File: src/rtl/uart_tx_arb.sv
// uart_tx_arb -- arbitrates NUM_REQ byte-stream requesters onto the AXI4-Lite
// write port of a UART Lite core (TX FIFO at offset 0x4).
//
// Arbitration is round-robin between packets: a requester that is accepted with
// req_last=0 keeps ownership (lock) until it delivers a byte with req_last=1,
// after which the round-robin pointer moves to the next requester. One byte is
// in flight at a time: IDLE -> WRITE (AW+W) -> RESP (B) -> IDLE.
//
// Optional feature (macro UART_TX_ARB_POLL_EN): before each write the status
// register (offset 0x8) is read and the write waits while rdata[3] (TX FIFO
// full) is set. With the macro undefined the read channel is tied off.
//
// Ports:
//   clk, rst                     clock, asynchronous active-high reset
//   req_valid/req_data/req_last  per-requester byte stream (byte i at [8i+7:8i])
//   req_ready                    one-cycle accept strobe per requester
//   grant                        one-hot current owner (in-flight or locked)
//   busy                         high whenever the FSM is not IDLE
//   err_cnt                      saturating count of non-OKAY write responses
//   aw*/w*/b*                    AXI4-Lite write channels to the UART Lite
//   ar*/r*                       AXI4-Lite read channels (status polling)
module uart_tx_arb #(
  parameter int NUM_REQ = 2
) (
  input  logic                 clk,
  input  logic                 rst,
  input  logic [NUM_REQ-1:0]   req_valid,
  input  logic [8*NUM_REQ-1:0] req_data,
  input  logic [NUM_REQ-1:0]   req_last,
  output logic [NUM_REQ-1:0]   req_ready,
  output logic [NUM_REQ-1:0]   grant,
  output logic                 busy,
  output logic [7:0]           err_cnt,
  output logic [3:0]           awaddr,
  output logic                 awvalid,
  input  logic                 awready,
  output logic [7:0]           wdata,
  output logic                 wvalid,
  input  logic                 wready,
  input  logic [1:0]           bresp,
  input  logic                 bvalid,
  output logic                 bready,
  output logic [3:0]           araddr,
  output logic                 arvalid,
  input  logic                 arready,
  input  logic [7:0]           rdata,
  input  logic                 rvalid,
  output logic                 rready
);

  localparam int IDX_W = $clog2(NUM_REQ);

`ifdef UART_TX_ARB_POLL_EN
  typedef enum logic [2:0] {IDLE, POLL_AR, POLL_R, WRITE, RESP} state_t;
  localparam state_t AFTER_ACCEPT = POLL_AR;
  logic unused_rd;
  assign unused_rd = ^{rdata[7:4], rdata[2:0]};
`else
  typedef enum logic [1:0] {IDLE, WRITE, RESP} state_t;
  localparam state_t AFTER_ACCEPT = WRITE;
  logic unused_rd;
  assign unused_rd = ^{arready, rdata, rvalid};
`endif

  state_t             state, state_nxt;
  logic [IDX_W-1:0]   rr_ptr, lock_idx, own_idx, sel_idx;
  logic               lock_vld, sel_vld, accept;
  logic [7:0]         data_q;
  logic               aw_done, w_done;

  // Eligible requester: the locked one only, otherwise the first valid one
  // at or above the round-robin pointer (wrapping).
  always_comb begin
    sel_vld = 1'b0;
    sel_idx = '0;
    if (lock_vld) begin
      sel_vld = req_valid[lock_idx];
      sel_idx = lock_idx;
    end else begin
      // Walk downwards so the nearest candidate to rr_ptr is written last.
      for (int k = NUM_REQ - 1; k >= 0; k--) begin
        if (req_valid[(int'(rr_ptr) + k) % NUM_REQ]) begin
          sel_vld = 1'b1;
          sel_idx = IDX_W'((int'(rr_ptr) + k) % NUM_REQ);
        end
      end
    end
  end

  always_ff @(posedge clk or posedge rst) begin
    if (rst) state <= IDLE;
    else     state <= state_nxt;
  end

  always_comb begin
    // NOTE: every output of this block is given a default first so that no
    // path leaves a signal unassigned and infers a latch.
    state_nxt = state;
    req_ready = '0;
    grant     = '0;
    awvalid   = 1'b0;
    wvalid    = 1'b0;
    awaddr    = '0;
    bready    = 1'b0;
    arvalid   = 1'b0;
    araddr    = '0;
    rready    = 1'b0;
    if (state != IDLE) grant[own_idx] = 1'b1;
    case (state)
      IDLE: begin
        // rst gating keeps the combinational accept quiet while reset is held.
        if (!rst && sel_vld) begin
          req_ready[sel_idx] = 1'b1;
          grant[sel_idx]     = 1'b1;
          state_nxt          = AFTER_ACCEPT;
        end else if (!rst && lock_vld) begin
          grant[lock_idx] = 1'b1;
        end
      end
`ifdef UART_TX_ARB_POLL_EN
      POLL_AR: begin
        arvalid = 1'b1;
        araddr  = 4'h8;
        if (arready) state_nxt = POLL_R;
      end
      POLL_R: begin
        rready = 1'b1;
        if (rvalid) state_nxt = rdata[3] ? POLL_AR : WRITE;
      end
`endif
      WRITE: begin
        awaddr  = 4'h4;
        awvalid = !aw_done;
        wvalid  = !w_done;
        if ((aw_done || awready) && (w_done || wready)) state_nxt = RESP;
      end
      RESP: begin
        bready = 1'b1;
        if (bvalid) state_nxt = IDLE;
      end
      default: state_nxt = IDLE;
    endcase
  end

  assign accept = |req_ready;
  assign busy   = (state != IDLE);
  assign wdata  = data_q;

  // NOTE: registered state uses non-blocking assignments so every flop
  // samples the pre-edge values regardless of statement order.
  always_ff @(posedge clk or posedge rst) begin
    if (rst) begin
      rr_ptr   <= '0;
      lock_vld <= 1'b0;
      lock_idx <= '0;
      own_idx  <= '0;
      data_q   <= '0;
      aw_done  <= 1'b0;
      w_done   <= 1'b0;
      err_cnt  <= '0;
    end else begin
      if (accept) begin
        own_idx <= sel_idx;
        data_q  <= req_data[{sel_idx, 3'b000} +: 8];
        if (req_last[sel_idx]) begin
          lock_vld <= 1'b0;
          rr_ptr   <= IDX_W'((int'(sel_idx) + 1) % NUM_REQ);
        end else begin
          lock_vld <= 1'b1;
          lock_idx <= sel_idx;
        end
      end
      if (state == WRITE) begin
        if (awvalid && awready) aw_done <= 1'b1;
        if (wvalid && wready)   w_done  <= 1'b1;
        if (state_nxt == RESP) begin
          aw_done <= 1'b0;
          w_done  <= 1'b0;
        end
      end
      // A failed byte is only counted, never retried.
      if (state == RESP && bvalid && bresp != 2'b00 && err_cnt != 8'hFF)
        err_cnt <= err_cnt + 8'd1;
    end
  end

endmodule

File: config.mk
export PLATFORM = sky130hd
export DESIGN_NAME = uart_tx_arb
export DESIGN_NICKNAME = d
export VERILOG_FILES = /design/src/rtl/uart_tx_arb.sv
export SDC_FILE = /design/constraint.sdc
export NUM_CORES = 1
export LEC_CHECK = 0
export ABC_AREA = 0
export CAP_MARGIN = 15
export CORE_MARGIN = 8
export CORE_UTILIZATION = 40
export CTS_BUF_LIST = sky130_fd_sc_hd__clkbuf_8
export DETAILED_ROUTE_END_ITERATION = 12
export PLACE_DENSITY_LB_ADDON = 0.08
export SKIP_CTS_REPAIR_TIMING = 1
export SYNTH_ARGS = -nofsm -noshare
export SYNTH_HDL_FRONTEND = slang
export SYNTH_SLANG_ARGS = --single-unit
File: constraint.sdc
create_clock -name clk -period 1.9 [get_ports clk]
set_clock_uncertainty 0.1 [all_clocks]
set_input_delay 0.285 -clock clk [delete_from_list [all_inputs] [get_ports clk]]
set_output_delay 0.285 -clock clk [all_outputs]
set_load 0.005 [all_outputs]
Word-level counts from Yosys, hierarchy flattened --
Cells that the tools add are included.
Storage, ports and cells: register bits after elaboration 24, input port bits 37, output and inout bits 34, word-level logic and storage cells 95
Operators by class: add/sub/neg operators 3, magnitude comparators 8, equality and inequality tests 4, shifts and indexed selects 1, muxes and demuxes 40, bitwise operators 4, reductions and logical operators 26
Operator list (number):
- 1-bit two-way mux | 26
- 2-bit two-way mux | 9
- 16-bit by 5-bit indexed part select with 8-bit output | 1
- 1-bit logical AND | 11
- 8-bit by 1-bit adder with 8-bit output, second input constant | 1
- 1-bit by 2-bit < comparator with 1-bit output, second input constant | 4
- 8-bit != test, second input constant | 1
- 2-bit AND reduction | 4
- 2-bit nonzero test | 4
- 2-bit one-hot mux with 3 select lines | 1
- 2-bit == test, second input constant | 2
- 2-bit bitwise OR | 2
- 1-bit demux with 1-bit select | 3
- 1-bit greater-or-equal comparator, second input constant | 3
- 1-bit zero test | 3
- 2-bit by 3-bit < comparator with 1-bit output, second input constant | 1
- 3-bit two-way mux | 1
- 1-bit adder, second input constant | 2
- 2-bit by 1-bit == test with 1-bit output, second input constant | 1
- 2-bit zero test | 1
- 1-bit logical OR | 2
- 2-bit OR reduction | 1
- 1-bit bitwise AND, first input constant | 1
- 1-bit NOT | 1

Logic depth before layout (Yosys ltp) --
depth after elaboration 16, gate-level depth with buffers 5, depth with buffers taken out 4

Worst setup path after synthesis --
Ideal clock, no wire load.
path kind register to register, from register err_cnt[2], to register err_cnt[1], setup time 0.125 ns, arrival time 1.501 ns, required time 1.675 ns, slack 0.174 ns, cell stages (with the launch flop) 6, buffers on the path 1, period minus slack after synthesis 1.726 ns, cell sequence dfrtp_1 and4_1 and3_1 buf_6 a21oi_1 mux2_2
On the way: word-level cells in the longest chain between the ends 2
RTL lines:
- from (decl) | line 33 | output logic [7:0] err_cnt,
- from (signal assigned) | line 183 | err_cnt <= err_cnt + 8'd1;
- 8-bit != test | line 182 | if (state == RESP && bvalid && bresp != 2'b00 && err_cnt != 8'hFF)
- 1-bit logical AND | line 182
Every way passes these cells. A chain may end at the register's enable or synchronous reset.

Worst setup path after layout --
from register state[1], to output port awvalid
On the way: word-level cells in the longest chain between the ends 2
RTL lines:
- from (decl) | line 65 | state_t state, state_nxt;
- from (signal assigned) | line 92 | else state <= state_nxt;
- 2-bit by 1-bit == test with 1-bit output | line 109 | case (state)
- 1-bit two-way mux | line 109
- to (decl) | line 35 | output logic awvalid,
Every way passes these cells.

==> impl_metrics.env <==
export IMPL_outcome="finished, violations left"
export IMPL_violations="setup timing"
export IMPL_hold_depth=2
export IMPL_vias=1198
export IMPL_ys_ff_latch=24
export IMPL_grt_pass1_vias=1147
export IMPL_crit_required_ps=1510
export IMPL_p_per_area_nw_per_um2=1250
export IMPL_syn_area_per_cell_sq_um=10.4
export IMPL_cts_tree="yes"
export IMPL_synth_enable_flop_cells=0
export IMPL_leakage_nw=1.03
export IMPL_r2r_cells=6
export IMPL_critPathKind="register to primary output"
export IMPL_combPwrFrac=0.530
export IMPL_cts_sinks=24
export IMPL_finalMaxSlewViolations=0
export IMPL_start_util=0.404
export IMPL_hold_class="register to register"
export IMPL_drc_errors=0
export IMPL_path_max_fanout=4
export IMPL_fmax_ghz=0.504
export IMPL_io_pins=71
export IMPL_min_period_ps=1990
export IMPL_syn_area_sq_um=1320
export IMPL_synth_distinct_cells=39
export IMPL_swShare=0.335
export IMPL_crit_arrival_ps=1600
export IMPL_finalHoldViolations=0
export IMPL_grt_use_total=0.129
export IMPL_root_buffer="clkbuf_8"
export IMPL_die_area_sq_um=5380
export IMPL_cts_made_buffers=3
export IMPL_stdcell_count=242
export IMPL_timing_rr_end="rr_ptr"
export IMPL_first_iter_violations=47
export IMPL_syn_inst=127
export IMPL_dr_pass1_iters=5
export IMPL_final_nets=235
export IMPL_worst_slack_ps=-85.2
export IMPL_antenna_found_initial=0
export IMPL_period_share=1.04
export IMPL_htreeDepth=1
export IMPL_design_area_sq_um=2050
export IMPL_p_sw_mw=0.859
export IMPL_r2r_start="state[0]"
export IMPL_cap_violations=0
export IMPL_rsz0062_at_grt="true"
export IMPL_ys_warnings_count=0
export IMPL_synth_top_cell_area_share=0.456
export IMPL_dp_hpwl_mm=2.78
export IMPL_async_reset_ff_frac=1.00
export IMPL_postPlaceCellArea_sq_um=1920
export IMPL_wl_mm=3.57
export IMPL_die_x_um=73.4
export IMPL_p_seq_frac=0.334
export IMPL_insertedDiodeCount=0
export IMPL_worstSetupEndpointType="primary output"
export IMPL_layout_commonest_cell="clkdlybuf4s50_1"
export IMPL_min_delay_start="wdata[0]"
export IMPL_detail_route_wl_per_cell_um=14.8
export IMPL_ir_drop_mv=0.518
export IMPL_viasPerCell=4.95
export IMPL_ant_nets=0
export IMPL_routabilityCongestion=0.847
export IMPL_final_cell_mix="clkdlybuf4s50_1 (46), dfrtp_1 (23), buf_4 (18)"
export IMPL_synth_top_area_cell="dfrtp_1"
export IMPL_cts_reportedPaths_clkPinSlew_ps=90
export IMPL_num_rows=21
export IMPL_p_int_mw=1.70
export IMPL_grt_ovfl_total=0
export IMPL_grt_pass1_wl_mm=5.44
export IMPL_layout_drive_gt1_share=0.194
export IMPL_die_h_um=73.4
export IMPL_hold_end="wdata[0]"
export IMPL_worstSetupStartpointType="register"
export IMPL_grt_max_degree=25
export IMPL_ys_flop_type="dfrtp_1"
export IMPL_ys_top_cells_by_area="dfrtp_1 (46%), a222oi_1 (6.1%), buf_4 (5.1%)"
export IMPL_portBuffers=51
export IMPL_core_sq_um=3260
export IMPL_setup_viol=5
export IMPL_yosysSeqAreaShare=0.456
export IMPL_clockPowerShare=0.135
export IMPL_clock_path_buffers=2
export IMPL_dpl_cell_count=233
export IMPL_synthToLayoutAreaGrowth_pct=55.5
export IMPL_rrSetupSlack_ps=-20
export IMPL_clkLatencyLatePin_ps=270
## per-layer routing
metal / wire length (um) / GRT usage
met5: 0 / 0
met4: 44 / 0.0421
met2: 1850 / 0.224
met1: 1410 / 0.145
met3: 265 / 0.0396
## cell families (layout without fill, tap and decap cells)
logic type               count (synthesis)  count (layout)  synth area share
AND/OR/NAND/NOR                         36              36             0.151
AO/OA/AOI/OAI                           29              29             0.198
buffers and inverters                   26              87             0.111
flip-flops                              24              24             0.456
XOR/XNOR                                 7               7            0.0466
multiplexers                             3               3            0.0247
adder cells (fa/ha/maj)                  1               1           0.00950
other                                    1               9           0.00285
## critical path: stages (launching register included)
cell and delay, ps:
dfrtp_1 400, buf_4 140, nand2b_1 190, nor2_1 110, clkdlybuf4s50_1 510
## layout make-up
| cell class | count | area (sq um) |
|---|---|---|
| flip-flops and latches | 24 | 602 |
| fillers | 294 | 1210 |
| multi-input cells | 85 | 614 |
| well taps | 46 | 57.6 |
| inverters | 13 | 48.8 |
| clock buffers | 4 | 55.1 |
| repair buffers | 70 | 669 |
## power groups by stage
stage | combinational [mW] | sequential, mW | clock [mW]
floorplan | 0.581 | 0.868 | 0
CTS | 1.28 | 0.864 | 0.354
detailed placement | 1.27 | 0.874 | 0
global placement | 1.25 | 0.863 | 0
global route | 1.49 | 0.881 | 0.380
finish | 1.36 | 0.857 | 0.347
## per-stage QoR
| step | setup WS, ps | power (mW) | hold slack (ps) | setup TNS [ps] | util |
|---|---|---|---|---|---|
| 3_5_place_dp | -285 | 2.15 | 380 | -2890 | 0.590 |
| 5_1_grt | -154 | 2.75 | 423 | -1260 | 0.628 |
| 3_3_place_gp | -249 | 2.12 | 369 | -2550 | 0.590 |
| 6_report | -85.2 | 2.56 | 398 | -269 | 0.628 |
| 2_1_floorplan | 174 | 1.45 | 200 | 0 | - |
| 4_1_cts | -294 | 2.50 | 404 | -999 | 0.607 |
## cells in the mapped netlist (2+ instances only)
cell type and n:
inv_1 13, mux2_2 2, dfrtp_1 24, nor2_1 6, a222oi_1 8, nand2_1 10
and4_1 2, a21oi_1 5, buf_4 9, nand2b_1 3, nor3_1 2, xor2_1 7
o21ai_0 4, buf_6 2, clkbuf_1 2, nand3b_1 2, nand3_1 4
## worst max path at each step
stage | from | end | slack (ps)
finish | state[1] | awvalid | -90
global placement | req_valid[1] | grant[1] | -250
CTS | req_valid[1] | grant[1] | -290
detailed placement | req_valid[1] | grant[1] | -280
floorplan | err_cnt[2] | err_cnt[1] | 170
global route | state[1] | awvalid | -150
Note: power is estimated with default switching activity, not from simulation.
==> RTL change 1 (config.mk and constraints unchanged) <==
Build with the macro `UART_TX_ARB_POLL_EN` defined.
--- a/src/rtl/uart_tx_arb.sv
+++ b/src/rtl/uart_tx_arb.sv
@@ -19,6 +19,8 @@
 //   err_cnt                      saturating count of non-OKAY write responses
 //   aw*/w*/b*                    AXI4-Lite write channels to the UART Lite
 //   ar*/r*                       AXI4-Lite read channels (status polling)
+`define UART_TX_ARB_POLL_EN
+
 module uart_tx_arb #(
   parameter int NUM_REQ = 2
 ) (
Formal check against the unedited RTL: not equivalent (Yosys sat finds a counterexample within 4 cycles, from zero or initial values and one cycle with rst high).
==> RTL change 1 against the original RTL <==
  * Sequential cell count up 1
  * Critical path depth rose by 2
  * Utilization up 7.0 points
  * Synthesized area increased by 12%
  * Final cell count grew 18%
  * Register-to-register slack got worse by 170 ps
  * Setup slack lost 140 ps
  * Combinational power rose by 29%
  * Largest power group unchanged
  * Total power up 16%
  * Clock power down 5%
  * Cell area grew 23%
  * Hold slack worse by 17 ps
  * The run still ends with setup timing left
  * Largest cell class is now multi-input gates
  * Routed wire length increased by 22%
==> RTL change 1: results (changes against the original RTL) <==
| Metric | Value |
|---|---|
| Failing checks | `setup timing` |
| Result of the run | `finished, violations left` |
| Top_reg_cell synth | `sky130_fd_sc_hd__dfrtp_1` |
| Number of nets in the finished design | `277 (+18%)` |
| H-Tree Level Count | `1 (unchanged)` |
| Total Routing Usage GR | `12.7% (-0.20 points)` |
| Crit path max-delay cell type | `sky130_fd_sc_hd__dfrtp_1` |
| Worst VDD drop | `0.602 mV (+16%)` |
| Async set or reset register ratio after synthesis | `100% (unchanged)` |
| DRT iter0 DRCs | `53 (+13%)` |
| Number of antenna violations at the first check in global routing | `0 (unchanged)` |
| Port bufs | `57 (+12%)` |
| Final HPWL from detailed placement | `3.02 mm (+8.6%)` |
| Leading cell types by count after synthesis | `sky130_fd_sc_hd__dfrtp_1 (25), sky130_fd_sc_hd__nand2_1 (21), sky130_fd_sc_hd__nor2_1 (21), sky130_fd_sc_hd__a21oi_1 (8), sky130_fd_sc_hd__a31oi_2 (8)` |
| WP data arrival | `1740 ps (+140 ps)` |
| Mean instance size in the synthesized netlist | `9.46 um2 (-8.8%)` |
| Sequential element share of the synthesized area | `42.4% (-3.2 points)` |
| Final estimated routing congestion in global placement | `0.810 (-4.4%)` |
| Vias in the first global route | `1412 (+23%)` |
| Fraction of final layout cells with drive strength greater than 1 | `33.6% (+14 points)` |
| Warnings, synthesis | `0 (unchanged)` |
| Top cells by area, synth | `sky130_fd_sc_hd__dfrtp_1 (42%), sky130_fd_sc_hd__a31oi_2 (6.8%), sky130_fd_sc_hd__nand2_1 (5.3%)` |
| Type of the tightest min-delay check | `primary input to asynchronous set/reset pin` |
| Power dissipated by switching net loads | `1.06 mW (+24%)` |
| Placed cell area | `2140 um2 (+12%)` |
| Final setup violation count | `18 (+13)` |
| Largest stage delay on the critical path | `400 ps (-110 ps)` |
| Global-route wire length before repair | `6.41 mm (+18%)` |
| Count of different cell masters after synthesis | `43 (+10%)` |
| Top fanout value on the critical path | `2 (-2)` |
| Slack of the worst reg-to-reg path | `-190 ps (-170 ps)` |
| Final WL | `4.35 mm (+22%)` |
| Final standard cell count with taps included and fillers excluded | `286 (+18%)` |
| Vias per cell | `4.96 (+0.22%)` |
| Largest net degree at the start of global routing | `26 (+4.0%)` |
| Final critical-path setup slack | `-229 ps (-143 ps)` |
| Fillers | `298 (+1.4%)` |
| Reported leakage power | `1.16 nW (+13%)` |
| Drt pass-1 iters | `4 (-1)` |
## RTL change 1: power by group through the flow
| stage | Sequential [mW] | Combinational [mW] | Clock [mW] |
|---|---|---|---|
| global placement | 0.844 | 1.39 | 0 |
| detailed placement | 0.850 | 1.41 | 0 |
| finish | 0.878 | 1.76 | 0.328 |
| CTS | 0.841 | 1.42 | 0.338 |
| global route | 0.901 | 1.89 | 0.360 |
| floorplan | 0.872 | 0.721 | 0 |
## RTL change 1: per-stage QoR
stage	hold slack, ps	power, mW	setup TNS, ps	setup WS [ps]
4_1_cts	361	2.59	-3620	-616
2_1_floorplan	221	1.59	0	1.01
3_3_place_gp	402	2.24	-3250	-566
5_1_grt	398	3.15	-3970	-321
3_5_place_dp	415	2.26	-4440	-609
6_report	382	2.96	-2500	-229
## RTL change 1: kinds of logic after synthesis
kind of cell / share of synthesized area (%)
buffers and inverters: 9.16
adder cells (fa/ha/maj): 0.848
flip-flops: 42.4
AO/OA/AOI/OAI: 20.8
XOR/XNOR: 1.19
other: 0.254
multiplexers: 5.17
AND/OR/NAND/NOR: 20.2
## RTL change 1: worst max-delay path: cells and delay by family, from the launching register on
family,cells,cell delay [ps]
AO/OA/AOI/OAI,1,270
buffers and inverters,3,310
flip-flops,1,400
AND/OR/NAND/NOR,2,500
## RTL change 1: metal layers
layer / routed length (um) / part of all wire (%) / up-vias / global-route usage [%]
met1: 1770 / 41 / 677 / 13.9
met5: 0 / 0 / - / 0
met4: 10 / 0.23 / 0 / 2.31
li1: - / - / 701 / -
met2: 2270 / 52 / 39 / 22.4
met3: 302 / 7.0 / 2 / 5.24
## RTL change 1: path summary, 6_finish.rpt
check | startpoint | end | depth (start not counted)
max | state[0] | req_ready[0] | 6
min | rst | state[0] | 3
max reg2reg | state[0] | lock_vld | 7
min reg2reg | err_cnt[0] | err_cnt[0] | 1
max in group asynchronous | rst | lock_idx | 3
min in group clk | err_cnt[0] | err_cnt[0] | 1
## RTL change 1: cell type report
cell class | count | area (um2) | share of cell area [%]
clock inverters | 1 | 7.51 | 0.298
repair buffers | 87 | 870 | 34.6
flip-flops and latches | 25 | 627 | 24.9
clock buffers | 3 | 41.3 | 1.64
multi-input cells | 115 | 882 | 35.1
inverters | 7 | 28.8 | 1.14
well taps | 48 | 60.1 | 2.39
==> RTL change 2 (config.mk and constraints unchanged) <==
Made on the original files. Reset style: synchronous (`rst`), changed in 2 clocked blocks. Comments in the files are not updated.
--- a/src/rtl/uart_tx_arb.sv
+++ b/src/rtl/uart_tx_arb.sv
@@ -87,7 +87,7 @@
     end
   end
 
-  always_ff @(posedge clk or posedge rst) begin
+  always_ff @(posedge clk) begin
     if (rst) state <= IDLE;
     else     state <= state_nxt;
   end
@@ -148,7 +148,7 @@
 
   // NOTE: registered state uses non-blocking assignments so every flop
   // samples the pre-edge values regardless of statement order.
-  always_ff @(posedge clk or posedge rst) begin
+  always_ff @(posedge clk) begin
     if (rst) begin
       rr_ptr   <= '0;
       lock_vld <= 1'b0;
Check against the original RTL: differs if rst is asserted again (counterexample within 4 cycles, from zero or initial values and one cycle with rst high); with rst held inactive, the same outputs for 10 cycles.
==> RTL change 2 against the original RTL <==
  * The run still ends with setup timing left
  * Sequential cell count unchanged
  * Register-to-register slack worse by 70 ps
  * Critical path depth grew 2
  * Cell area up 2.6%
  * Global-route usage grew 0.76 points
  * Routed wire length increased by 5.2%
  * Synthesized area increased by 0.86%
  * Setup slack lost 96 ps
  * Largest cell class is now multi-input gates
  * Highest routed layer unchanged
Power is not compared: it rests on default switching activity, and its combinational part moved more than twofold at a synthesized area within 25%.
==> RTL change 2: results (changes against the original RTL) <==
| Metric | Value |
|---|---|
| Result of the run | `finished, violations left` |
| Failing checks | `setup timing` |
| Number of antenna violations at the first check in global routing | `0 (unchanged)` |
| Sequential element share of the synthesized area | `36.2% (-9.4 points)` |
| DRT iter0 DRCs | `57 (+21%)` |
| Worst VDD drop | `0.387 mV` |
| Slack of the worst reg-to-reg path | `-90 ps (-70 ps)` |
| Fraction of final layout cells with drive strength greater than 1 | `24.4% (+5.0 points)` |
| Last element of the critical path | `req_ready[0]` |
| Global-route wire length before repair | `5.81 mm (+6.7%)` |
| Final HPWL from detailed placement | `2.87 mm (+3.2%)` |
| H-Tree Level Count | `1 (unchanged)` |
| Met2 wire length | `1.99 mm (+7.5%)` |
| Drt pass-1 iters | `2 (-3)` |
| TNS Setup | `-455 ps (-187 ps)` |
| Count of different cell masters after synthesis | `40 (+2.6%)` |
| WP data arrival | `1700 ps (+100 ps)` |
| Xor/xnor cell area share of the yosys netlist | `0.660% (-4.0 points)` |
| Final critical-path setup slack | `-181 ps (-96.2 ps)` |
| Reg-to-reg endpoint | `rr_ptr` |
| Wire length on met3 | `263 um (-0.75%)` |
| Via count | `1300 (+8.5%)` |
| Final standard cell count with taps included and fillers excluded | `263 (+8.7%)` |
| Async set or reset register ratio after synthesis | `0% (-100 points)` |
| Total power | `1.50 mW` |
| Sum of routed wire segments on met1 | `1.46 mm (+3.5%)` |
| Largest net degree at the start of global routing | `25 (unchanged)` |
| Final setup violation count | `6 (+1)` |
| Multiplexer share of the synthesized area | `7.54% (+5.1 points)` |
| Flip-flop and latch power | `0.573 mW` |
| Crit path max-delay cell type | `sky130_fd_sc_hd__dfxtp_4` |
| Post-synthesis compound-gate area fraction | `24.1% (+4.4 points)` |
| Total Routing Usage GR | `13.7% (+0.76 points)` |
| Top fanout value on the critical path | `3 (-1)` |
| Placement Setup Slack | `-740 ps (-455 ps)` |
| CTS Root Buffer Type | `sky130_fd_sc_hd__clkbuf_8` |
| Synthesized netlist cell count | `151 (+19%)` |
| Clock transition at the registers of the reported paths | `90 ps (about the same)` |
| Adder and majority gate portion of the synthesized area | `0.943% (-0.0081 points)` |
| Top cells by area, synth | `sky130_fd_sc_hd__dfxtp_1 (36%), sky130_fd_sc_hd__a211oi_2 (7.5%), sky130_fd_sc_hd__mux2i_1 (7.5%)` |
| Fillers | `282 (-4.1%)` |
| Final estimated routing congestion in global placement | `0.754 (-11%)` |
| Leading cell types by count after synthesis | `sky130_fd_sc_hd__dfxtp_1 (24), sky130_fd_sc_hd__nor2_1 (21), sky130_fd_sc_hd__a21oi_1 (10), sky130_fd_sc_hd__buf_4 (10), sky130_fd_sc_hd__mux2i_1 (10)` |
| WL per Instance | `14.3 um (-3.2%)` |
| Largest stage delay on the critical path | `360 ps (-150 ps)` |
| CP top delay family | `buffers and inverters` |
| Placed cell area | `1950 um2 (+1.5%)` |
| Critical path startpoint | `lock_idx` |
==> RTL change 2: cell types whose count changed after synthesis, moves of 3 or more <==
| cell | delta |
|---|---|
| sky130_fd_sc_hd__dfxtp_1 | +24 |
| sky130_fd_sc_hd__dfrtp_1 | -24 |
| sky130_fd_sc_hd__nor2_1 | +15 |
| sky130_fd_sc_hd__or3_1 | +5 |
| sky130_fd_sc_hd__inv_1 | -8 |
| sky130_fd_sc_hd__nand2_1 | -4 |
| sky130_fd_sc_hd__mux2i_1 | +9 |
| sky130_fd_sc_hd__a211oi_2 | +8 |
| sky130_fd_sc_hd__o21ai_0 | +3 |
| sky130_fd_sc_hd__a21oi_1 | +5 |
| sky130_fd_sc_hd__xor2_1 | -7 |
| sky130_fd_sc_hd__a222oi_1 | -8 |
==> RTL change 2: area by class of cell <==
| cell class | instances | area, um2 | share of cell area, % |
|---|---|---|---|
| Inverter | 5 | 18.8 | 0.894 |
| Multi-Input combinational cell | 113 | 808 | 38.5 |
| Tap cell | 46 | 57.6 | 2.74 |
| Sequential cell | 24 | 488 | 23.2 |
| Clock buffer | 3 | 41.3 | 1.97 |
| Clock inverter | 1 | 30.0 | 1.43 |
| Timing Repair Buffer | 71 | 656 | 31.2 |
==> RTL change 2: worst min path at each step <==
stage	slack, ps	to	startpoint	depth (start not counted)
2_1_floorplan	370	state[1]	bvalid	3
3_3_place_gp	390	own_idx	own_idx	2
3_5_place_dp	400	err_cnt[6]	err_cnt[6]	2
4_1_cts	420	err_cnt[6]	err_cnt[6]	2
5_1_grt	440	err_cnt[6]	err_cnt[6]	2
6_report	420	err_cnt[6]	err_cnt[6]	2
==> RTL change 2: routing by layer <==
metal / track usage [%] / up-vias
met3: 5.18 / 4
met4: 5.76 / 0
met2: 25.9 / 28
li1: - / 656
met5: 0 / -
met1: 12.5 / 612
